<file path="src/rtl/cntr_sched_pkg.sv">
// Shared definitions for the delay-counter arbiter: state encoding, the clog2
// helper and the legal parameter range.
package cntr_sched_pkg;

  typedef enum logic [1:0] {
    ST_IDLE = 2'd0,
    ST_RUN  = 2'd1,
    ST_DONE = 2'd2
  } state_e;

  localparam int NREQ_MIN  = 2;
  localparam int NREQ_MAX  = 16;
  localparam int WIDTH_MIN = 1;

  function automatic int clog2(input int value);
    int r;
    r = 0;
    for (int i = 0; i < 31; i++) begin
      if ((1 << i) < value) r = i + 1;
    end
    return r;
  endfunction

  function automatic bit cfg_valid(input int nreq, input int width);
    return (nreq >= NREQ_MIN) && (nreq <= NREQ_MAX) && (width >= WIDTH_MIN);
  endfunction

endpackage

</file>
<file path="src/rtl/cntr_rr_pick.sv">
// Combinational round-robin picker: first asserted request at or above ptr_i,
// wrapping around, returned as one-hot, index and valid.
module cntr_rr_pick
  import cntr_sched_pkg::*;
#(
  parameter int NREQ = 4,
  parameter int OW   = 2
) (
  input  logic [NREQ-1:0] req_i,
  input  logic [OW-1:0]   ptr_i,
  output logic [NREQ-1:0] oh_o,
  output logic [OW-1:0]   idx_o,
  output logic            vld_o
);

  always_comb begin
    int j;
    j     = 0;
    oh_o  = '0;
    idx_o = '0;
    vld_o = 1'b0;
    for (int i = 0; i < NREQ; i++) begin
      // ptr_i is always < NREQ, so a single subtraction wraps the scan.
      j = int'(ptr_i) + i;
      if (j >= NREQ) j = j - NREQ;
      if (!vld_o && req_i[j]) begin
        vld_o   = 1'b1;
        idx_o   = OW'(j);
        oh_o[j] = 1'b1;
      end
    end
  end

endmodule

</file>
<file path="src/rtl/cntr_delay_arbiter.sv">
// One shared countdown timer granted round-robin to NREQ requesters; the owner
// holds req while its delay runs down and gets a one-cycle done pulse at the end.
module cntr_delay_arbiter
  import cntr_sched_pkg::*;
#(
  parameter  int NREQ  = 4,
  parameter  int WIDTH = 16,
  localparam int OW    = clog2(NREQ)
) (
  input  logic                  clk,
  input  logic                  rst,
  input  logic                  ena,
  input  logic [NREQ-1:0]       req,
  input  logic [NREQ*WIDTH-1:0] delay,
  output logic [NREQ-1:0]       gnt,
  output logic [NREQ-1:0]       done,
  output logic                  busy,
  output logic [OW-1:0]         owner,
  output logic [WIDTH-1:0]      remain,
  output logic [1:0]            dbg_state
);

  if (!cfg_valid(NREQ, WIDTH)) begin : g_cfg_err
    $error("cntr_delay_arbiter: NREQ must be 2..16 and WIDTH >= 1");
  end

  state_e           state_q, state_d;
  logic [OW-1:0]    owner_q, owner_d;
  logic [OW-1:0]    ptr_q, ptr_d;
  logic [WIDTH-1:0] remain_q, remain_d;

  logic [NREQ-1:0]  pick_oh;
  logic [OW-1:0]    pick_idx;
  logic             pick_vld;
  logic [WIDTH-1:0] pick_delay;
  logic [OW-1:0]    next_ptr;

  cntr_rr_pick #(
    .NREQ (NREQ),
    .OW   (OW)
  ) u_pick (
    .req_i (req),
    .ptr_i (ptr_q),
    .oh_o  (pick_oh),
    .idx_o (pick_idx),
    .vld_o (pick_vld)
  );

  // One-hot AND-OR select of the winner's delay, sampled only on grant.
  always_comb begin
    pick_delay = '0;
    for (int i = 0; i < NREQ; i++) begin
      if (pick_oh[i]) pick_delay = pick_delay | delay[i*WIDTH +: WIDTH];
    end
  end

  assign next_ptr = (owner_q == OW'(NREQ - 1)) ? '0 : owner_q + OW'(1);

  always_ff @(posedge clk) begin
    if (rst) begin
      state_q  <= ST_IDLE;
      owner_q  <= '0;
      ptr_q    <= '0;
      remain_q <= '0;
    end else begin
      state_q  <= state_d;
      owner_q  <= owner_d;
      ptr_q    <= ptr_d;
      remain_q <= remain_d;
    end
  end

  always_comb begin
    state_d  = state_q;
    owner_d  = owner_q;
    ptr_d    = ptr_q;
    remain_d = remain_q;
    case (state_q)
      ST_IDLE: begin
        if (pick_vld) begin
          state_d  = ST_RUN;
          owner_d  = pick_idx;
          remain_d = pick_delay;
        end
      end
      ST_RUN: begin
        // A dropped request wins over reaching terminal count.
        if (!req[owner_q]) begin
          state_d  = ST_IDLE;
          ptr_d    = next_ptr;
          remain_d = '0;
        end else if (ena) begin
          if (remain_q == '0) state_d = ST_DONE;
          else                remain_d = remain_q - WIDTH'(1);
        end
      end
      ST_DONE: begin
        state_d = ST_IDLE;
        ptr_d   = next_ptr;
      end
      default: state_d = ST_IDLE;
    endcase
  end

  always_comb begin
    gnt  = '0;
    done = '0;
    if (state_q != ST_IDLE) gnt[owner_q]  = 1'b1;
    if (state_q == ST_DONE) done[owner_q] = 1'b1;
    busy      = (state_q != ST_IDLE);
    owner     = owner_q;
    remain    = (state_q == ST_IDLE) ? '0 : remain_q;
    dbg_state = state_q;
  end

endmodule
</file>
<file path="config.mk">
export PLATFORM = sky130hd
export DESIGN_NAME = cntr_delay_arbiter
export DESIGN_NICKNAME = d
export VERILOG_FILES = /design/src/rtl/cntr_sched_pkg.sv /design/src/rtl/cntr_rr_pick.sv /design/src/rtl/cntr_delay_arbiter.sv
export SDC_FILE = /design/constraint.sdc
export NUM_CORES = 1
export LEC_CHECK = 0
export CAP_MARGIN = 20
export CORE_ASPECT_RATIO = 1.1
export CORE_MARGIN = 3
export CORE_UTILIZATION = 40
export DETAILED_ROUTE_END_ITERATION = 10
export PLACE_DENSITY = 0.77
export RECOVER_POWER = 50
export SYNTH_ARGS = -nofsm -noshare
export SYNTH_HDL_FRONTEND = slang
export SYNTH_SLANG_ARGS = --single-unit
</file>
<file path="constraint.sdc">
create_clock -name clk -period 4.3 [get_ports clk]
set_clock_uncertainty 0.2 [all_clocks]
set_input_delay 0.645 -clock clk [delete_from_list [all_inputs] [get_ports clk]]
set_output_delay 0.645 -clock clk [all_outputs]
set_load 0.05 [all_outputs]
</file>
### Yosys cells after proc, flatten, opt, wreduce, memory -nomap -nowiden

Cells that the tools add are included.
Widths: inputs -> output; s select.

| storage, ports and cells | value |
|---|---|
| bits in latches | 0 |
| word-level logic and storage cells | 121 |
| input bits | 71 |
| bits in registers | 22 |
| memories kept | 0 |
| memory bits (writable) | 0 |
| output and inout bits | 29 |
| bits in read-only memories | 0 |

| cells by class | value |
|---|---|
| shifts and indexed selects | 0 |
| order comparisons | 14 |
| reductions and logical operators | 20 |
| divide/modulo/power cells | 0 |
| bitwise gates (word level) | 6 |
| mux-type cells | 60 |
| multiply operators | 0 |
| $add $sub $neg | 9 |
| equality and inequality tests | 8 |

Operators by type and width:

| operator | number |
|---|---|
| $mux 16 | 9 |
| $ge 32x1->1 const B | 4 |
| $lt 32x4->1 const B | 4 |
| $mux 32 | 4 |
| $ge 32x4->1 const B | 3 |
| $sub 32x4->32 const B | 3 |
| $or 16x16->16 | 3 |
| $pmux 16 s2 | 1 |
| $mux 4 | 6 |
| $mux 2 | 10 |
| $mux 1 | 18 |
| $logic_not 16->1 | 1 |
| $sub 16x1->16 const B | 1 |
| $or 4x4->4 | 3 |
| $bmux 1 s2 | 5 |
| $demux 1 s2 | 5 |
| $ne 3x3->1 const B | 3 |
| $logic_and 1x1->1 | 8 |
| $pmux 2 s2 | 2 |
| $add 2x2->3 const B | 2 |
| $reduce_bool 2->1 | 3 |
| $eq 2x2->1 const B | 2 |
| $ne 2x2->1 const B | 2 |
| $reduce_and 2->1 | 2 |
| other kinds (11) | 13 |

### Logic depth before layout (Yosys ltp)

| depth | value |
|---|---|
| depth in word-level cells | 24 |
| mapped depth | 11 |
| depth with buffers taken out | 8 |

### Cells and area by module

From an unflattened synthesis, not the netlist that was laid out.

| unflattened totals | value |
|---|---|
| cell total of the unflattened synthesis | 302 |
| area, all modules | 2,347.3 um2 |

Modules (own cells, without submodules):

| module | cells each | sequential area each (um2) | times used | area each (um2) |
|---|---|---|---|---|
| cntr_delay_arbiter | 254 | 440.4 | 1 | 1,890.6 |
| cntr_rr_pick | 48 | 0.0 | 1 | 456.7 |

### Worst setup path after synthesis

Ideal clock, no wire load.

| timing path | value |
|---|---|
| path kind | flip-flop to flip-flop |
| start | register ptr_q[0] |
| end | register remain_q[14] |
| arrival | 2,676 ps |
| required time | 3,962 ps |
| library setup time | 138 ps |
| path slack | 1,285 ps |
| buffers on the path | 2 |
| period minus slack after synthesis | 3,015 ps |
| cell stages (with the launch flop) | 11 |
| cell sequence | dfxtp_1 -> buf_2 -> inv_1 -> ha_1 -> mux4_2 -> o41ai_4 -> or2b_4 -> a21oi_1 -> buf_2 -> a222oi_1 -> o211ai_1 |

| between the ends | value |
|---|---|
| word-level cells in the longest chain between the ends | 24 |
| elaborated cells on any way between the ends | 75 |
| classes of those cells | 7 x add/sub; 12 x order compare; 1 x eq/ne; 38 x mux; 6 x bitwise; 11 x reduce/logical |

Ends and longest elaborated chain:

| what | RTL line | source |
|---|---|---|
| start: declaration | cntr_delay_arbiter.sv:29 | `logic [OW-1:0] ptr_q, ptr_d;` |
| start signal: assignment | cntr_delay_arbiter.sv:68 | `ptr_q <= ptr_d;` |
| branches (longest 24 deep; another with $sub 32x4->32) | -- |  |
| end signal: assignment | cntr_delay_arbiter.sv:69 | `remain_q <= remain_d;` |
| end: declaration | cntr_delay_arbiter.sv:30 | `logic [WIDTH-1:0] remain_q, remain_d;` |

Parallel ways; which one is timed is not known. The select of a mux whose other input is x is not followed.
A chain may end at the register's enable or synchronous reset.

### Worst setup path in the final report

| timing path | value |
|---|---|
| start | register ptr_q[0] |
| end | register remain_q[15] |

The elaborated chain is that of the path after synthesis.

==> results.yml <==
run_status:
  status: "finished, final reports clean"
grt:
  grt_max_degree: 16
  grtUsageTotal: 0.237
  grt_pass1_vias: 2650
  antenna_found_initial: 0
  grt-ovfl-total: 0
  grt_pass1_wl_um: 13000
worst_setup_path:
  worst_ep_arrival_time_ns: 3.73
  r2r_slack_ns: 0.58
  reg2reg_to: "remain_q[15]"
  cp-end-kind: "register"
  r2r_cells: 8
  worst_ep_required_time_ns: 4.32
  crit_path_max_incr_delay_ns: 0.66
  r2r-start: "ptr_q[0]"
  critPathMaxFanout: 13
  crit_chain: "inv_1 > ha_1 > mux4_2 > o41ai_1 > clkbuf_1 > nand2_1 > a311o_1 > nand3_1"
  critical_path.startpoint_type: "register"
  setup.worst_path.class: "reg2reg"
  cp_slowest_cell: "o41ai_1"
cts:
  cts_buffers: 3
  cts.sinks: 22
  root_buffer: "clkbuf_8"
  worstSkewPairLatency_ns: 0.27
  cts_tree: "yes"
  post-cts-setup-buffers: 0
  cts.path.max_buffers: 2
  cts_hold_buf: 0
  clk_pin_slew_ns: 0.09
  htree_levels: 1
  cts_repair_resize_count: 0
floorplan:
  die_w_um: 78
  core_region_area_um2: 5470
  start_util: 0.417
  die_area_um2: 6650
  rows: 28
  die_h_um: 85.2
  num_io_pins: 100
sta:
  hold_violations: 0
  post-route-period-util: 0.864
  fmax_mhz: 269
  setup_violations: 0
  tns_ns: 0
  whs_ns: 0.382
  min_period_ns: 3.72
  maxSlewViolCount: 0
  fin_ws_ns: 0.585
  max_slew_margin: 0.554
  worstMarginPinSlew_ns: 0.664
  rsz0062_at_grt: "no"
place:
  hpwl_um: 6400
  portBuffers: 99
  placed_cells: 468
  placed_cell_area_um2: 3360
  place.gp.congestion: 0.986
  pre_cts_ws_ns: 0.694
flow_run:
  max_cap_viol_count: 0
yosys:
  syn-num-nets: 380
  synth_edf_count: 0
  netlist_area_um2: 2280
  synth_cell_types: 50
  synthArstFlopShare: 0
  yosysTopAreaCellShare: 0.193
  synthCells: 300
  ys_top_cells_by_area: "dfxtp_1 (19%), nor2b_1 (6.3%), a22oi_1 (5.6%), ha_1 (4.9%), mux4_2 (4.9%)"
  ys_seq_area_frac: 0.193
  synthFlopType: "dfxtp_1"
  synth-seq-cells: 22
  ys.warnings.count: 0
  syn_avg_cell_area_um2: 7.60
  yosysTopAreaCell: "dfxtp_1"
layout:
  stdcell_area_um2: 3400
  layout_common_cells: "clkdlybuf4s50_1 (79), nand2_1 (25), nor2b_1 (23)"
  stdcell_count: 472
  drive_above_1_share: 0.0655
  area_growth_pct: 48.9
  finalNetCount: 478
  antenna_cells: 0
  final_common_cell: "clkdlybuf4s50_1"
drt:
  drt_wl_total_um: 8090
  drtIter0Drc: 305
  dr.pass1.iters: 7
  vias_per_cell: 6.05
  drc: 0
  routedWlPerCell_um: 17.1
  postRouteAntennaNets: 0
  num_vias: 2857
worst_hold_path:
  hold_path_class: "reg2reg"
  min_to: "owner[1]"
  worstHoldStart: "owner[1]"
  holdPathStages: 2
power:
  p_leak_nw: 1.27
  power.density_nw_per_um2: 397
  peakVddDrop_mv: 0.167
layout make-up:
type | count | area (µm²)
repair buffers | 109 | 1060
flip-flops and latches | 22 | 440
multi-input cells | 246 | 1690
fillers | 535 | 2070
clock buffers | 4 | 55.1
inverters | 16 | 60.1
well taps | 75 | 93.8
worst max-delay path: cells and delay by family, from the launching register on:
family | cells | cell delay (ns)
adders and majority gates | 1 | 0.43
and+or+nand+nor | 2 | 0.33
buffers and inverters | 2 | 0.58
DFF | 1 | 0.61
muxes | 1 | 0.46
AOI/OAI and AO/OA | 2 | 1.06
cells in the mapped netlist (all sizes together) (2+ instances only):
cell type  instances
o221ai             3
nand4              2
o31ai              3
o211ai             8
and3               4
nand3b             5
a221oi             6
clkbuf             8
nor3               7
a22o               5
and2               5
a21oi             20
nor4               2
a31oi              6
a21o               2
inv               16
or3                2
a222oi             6
a32oi              5
buf                8
or4                3
a22oi             17
nand2             25
a211oi             3
o21ai             19
nor2              18
or2                2
nand3             12
nor2b             23
mux2               2
a311o              3
ha                 9
dfxtp             22
mux4               5
kinds of logic (layout without fill, tap and decap cells):
group / after synthesis / count (layout) / share of synthesized area
flops: 22 / 22 / 0.193
simple gates: 114 / 114 / 0.267
compound gates: 114 / 114 / 0.364
fa+ha+maj: 9 / 9 / 0.0494
buf+inv: 32 / 129 / 0.0598
xor+xnor: 2 / 2 / 0.00768
mux: 7 / 7 / 0.0592
power breakdown:
part | total (W) | internal, W | switching (W)
sequential | 0.000372 | 0.000265 | 0.000108
clock | 0.000155 | 0.0000819 | 0.0000735
combinational | 0.000822 | 0.000340 | 0.000482
flip-flops by register name (all words and copies together), names as in the netlist:
register / cells
owner: 2
remain_q: 16
ptr_q: 2
dbg_state: 2
how the worst max path moves through the flow:
stage              from      endpoint  slack (ns)  depth (start not counted)
2_1_floorplan  ptr_q[0]  remain_q[14]        1.29                         10
3_3_place_gp     req[3]   remain_q[9]        0.71                          8
3_5_place_dp     req[3]  remain_q[12]        0.69                          8
4_1_cts        ptr_q[0]  remain_q[12]        0.81                          9
5_1_grt        ptr_q[0]   remain_q[2]        0.35                          8
6_report       ptr_q[0]  remain_q[15]        0.58                          8
stage by stage:
| stage | power (W) | util |
|---|---|---|
| after global routing | 0.00144 | 0.622 |
| after global placement | 0.00119 | 0.616 |
| after detailed placement | 0.00119 | 0.616 |
| after floorplan | 0.000907 | - |
| final | 0.00135 | 0.622 |
| after CTS | 0.00135 | 0.626 |
per-layer routing:
| metal | wire length (µm) | vias to the layer above | share of wire | GRT usage |
|---|---|---|---|---|
| met2 | 3700 | 163 | 0.46 | 0.362 |
| met1 | 3600 | 1320 | 0.44 | 0.352 |
| met5 | 0 | - | 0 | 0 |
| li1 | - | 1360 | - | - |
| met4 | 133 | 0 | 0.016 | 0.0684 |
| met3 | 659 | 14 | 0.082 | 0.0244 |
No activity file was read; power rests on OpenSTA's default activity.
==> RTL change, RTL diff (config.mk and constraints unchanged) <==
`NREQ` is set to 4 in 2 places; all go to 2.
--- a/src/rtl/cntr_rr_pick.sv
+++ b/src/rtl/cntr_rr_pick.sv
@@ -5,3 +5,3 @@
 #(
-  parameter int NREQ = 4,
+  parameter int NREQ = 2,
   parameter int OW   = 2
--- a/src/rtl/cntr_delay_arbiter.sv
+++ b/src/rtl/cntr_delay_arbiter.sv
@@ -5,3 +5,3 @@
 #(
-  parameter  int NREQ  = 4,
+  parameter  int NREQ  = 2,
   parameter  int WIDTH = 16,
Interface: changed (5 resized); port bits go from 100 to 61. The function was not compared with the original's and may differ.
==> RTL change against the unedited design <==
  * Design area shrank 37%
  * Total power shrank 53%
  * Routed wire length shrank 41%
  * First-iteration DRC count shrank 66%
  * Setup slack gained 0.27 ns
  * Non-clock buffer count shrank 45
  * Critical path type unchanged
  * The run now ends with max-capacitance violations, max-slew violations left
  * Fmax grew 7.9%
  * Utilization shrank 0.81 points
  * Combinational power shrank 62%
  * Sequential cell count shrank 2
  * Synthesized area shrank 34%
==> RTL change: results (changes against the unedited design) <==
outcome:
  status: "finished, violations left"
  violations: "max-capacitance violations, max-slew violations"
placed_design:
  dpl.hpwl_um: 3400  # -47%
  place.gp.congestion: 0.843  # -15%
  dp.cells: 305  # -35%
  dpl_worst_slack_ns: 0.868  # +0.173 ns
  port_buffers: 60  # -39%
final_layout:
  n_all_buffers: 64  # -41%
  stdcell_area_um2: 2140  # -37%
  n_all_inverters: 7  # -9
  seq_share: 0.187  # +0.0570
  fillers: 348  # -35%
  clk_share: 0.0105  # -0.00570
  multi_input_cells: 166  # -33%
  nonClkBufAreaFrac: 0.294  # -0.0187
  largest_register_ffs: 16  # unchanged
  multi_input_area_share: 0.468  # -0.0276
  fin_nets: 300  # -37%
  nClkBuffers: 3  # -1
  drive_gt1_frac: 0.0538  # -0.0116
cts:
  clock-sinks: 20  # -9.1%
  cts_buffer_depth: 2  # unchanged
  path_clk_slew_ns: 0.13  # +0.04 ns
  worstSkewPairLatency_ns: 0.32  # +0.05 ns
  cts_root_buffer: "clkbuf_4"
pwr:
  p_leak_nw: 0.780  # -39%
  internal-power_mw: 0.357  # -48%
  max-vdd-ir-drop_mv: 0.171  # +2.4%
routing:
  vias_per_cell: 5.85  # -3.4%
  drt-initial-drc-count: 104  # -66%
  routedWlPerCell_um: 15.6  # -9.2%
  drt-met1-wl_um: 2180  # -39%
  routed_wl_um: 4790  # -41%
  wl_met3_um: 242  # -63%
  met2_length_um: 2310  # -38%
  drt_first_pass_iters: 4  # -3
floorplanning:
  fp.dieW_um: 64.7  # -17%
setup_path:
  crit_arrival_ns: 3.47  # -0.26 ns
  cp_top_family: "simple AND/OR/NAND/NOR gates"
  cp_slowest_cell: "nor4_1"
  cpPeakStageDelay_ns: 1.37  # +0.71 ns
  cp_max_fo: 17  # +4
global_routing:
  use_met2: 0.349  # -0.0133
  met1_usage: 0.270  # -0.0821
  grt.total_usage: 0.205  # -0.0320
  grt_max_degree: 23  # +7
  met3_usage: 0.0238  # -0.000607
  grt_pass1_vias: 1666  # -37%
  grt_pass1_wl_um: 7630  # -41%
logic_synthesis:
  ys_seq_area_frac: 0.264  # +0.0709
  synth.area.top_cells: "dfxtp_1, a32oi_1, a21oi_1, o21ai_0, nor2b_1"
  synth_fp_nets: 247  # -35%
  synth_area_per_cell_um2: 7.26  # -4.6%
  yosysUniqueCellTypes: 36  # -28%
  yosys-top-cells-count: "a21oi_1, dfxtp_1, nand2_1, o21ai_0, nor2_1"
timing:
  maxSlewViolCount: 10  # +10
  slew_headroom: -0.111  # -0.665
  hold_violations: 0  # unchanged
run:
  drv_cap: 1  # +1
worst_hold_path:
  hold_path.class: "reg -> reg"
[RTL change: cells by family after synthesis]
kind of cell | after synthesis | synth area share
compound gates | 82 | 0.370
simple gates | 82 | 0.287
buf+inv | 23 | 0.0635
flops | 20 | 0.264
fa+ha+maj | 1 | 0.00825
mux | 1 | 0.00743
[RTL change: path summary, 6_finish.rpt]
path / start / endpoint / slack, ns / cells after the start
min reg2reg: remain_q[14] / remain_q[14] / 0.32 / 2
min: remain_q[14] / remain_q[14] / 0.32 / 2
max: remain_q[2] / remain_q[4] / 0.86 / 5
max reg2reg: remain_q[2] / remain_q[4] / 0.86 / 5
[RTL change: power by group through the flow]
stage                     sequential, mW  combinational (mW)  clock [mW]
after floorplan                    0.234               0.215           0
after global placement             0.234               0.312           0
after detailed placement           0.235               0.315           0
after CTS                          0.230               0.316      0.0922
after global routing               0.232               0.337       0.100
final                              0.229               0.311      0.0950
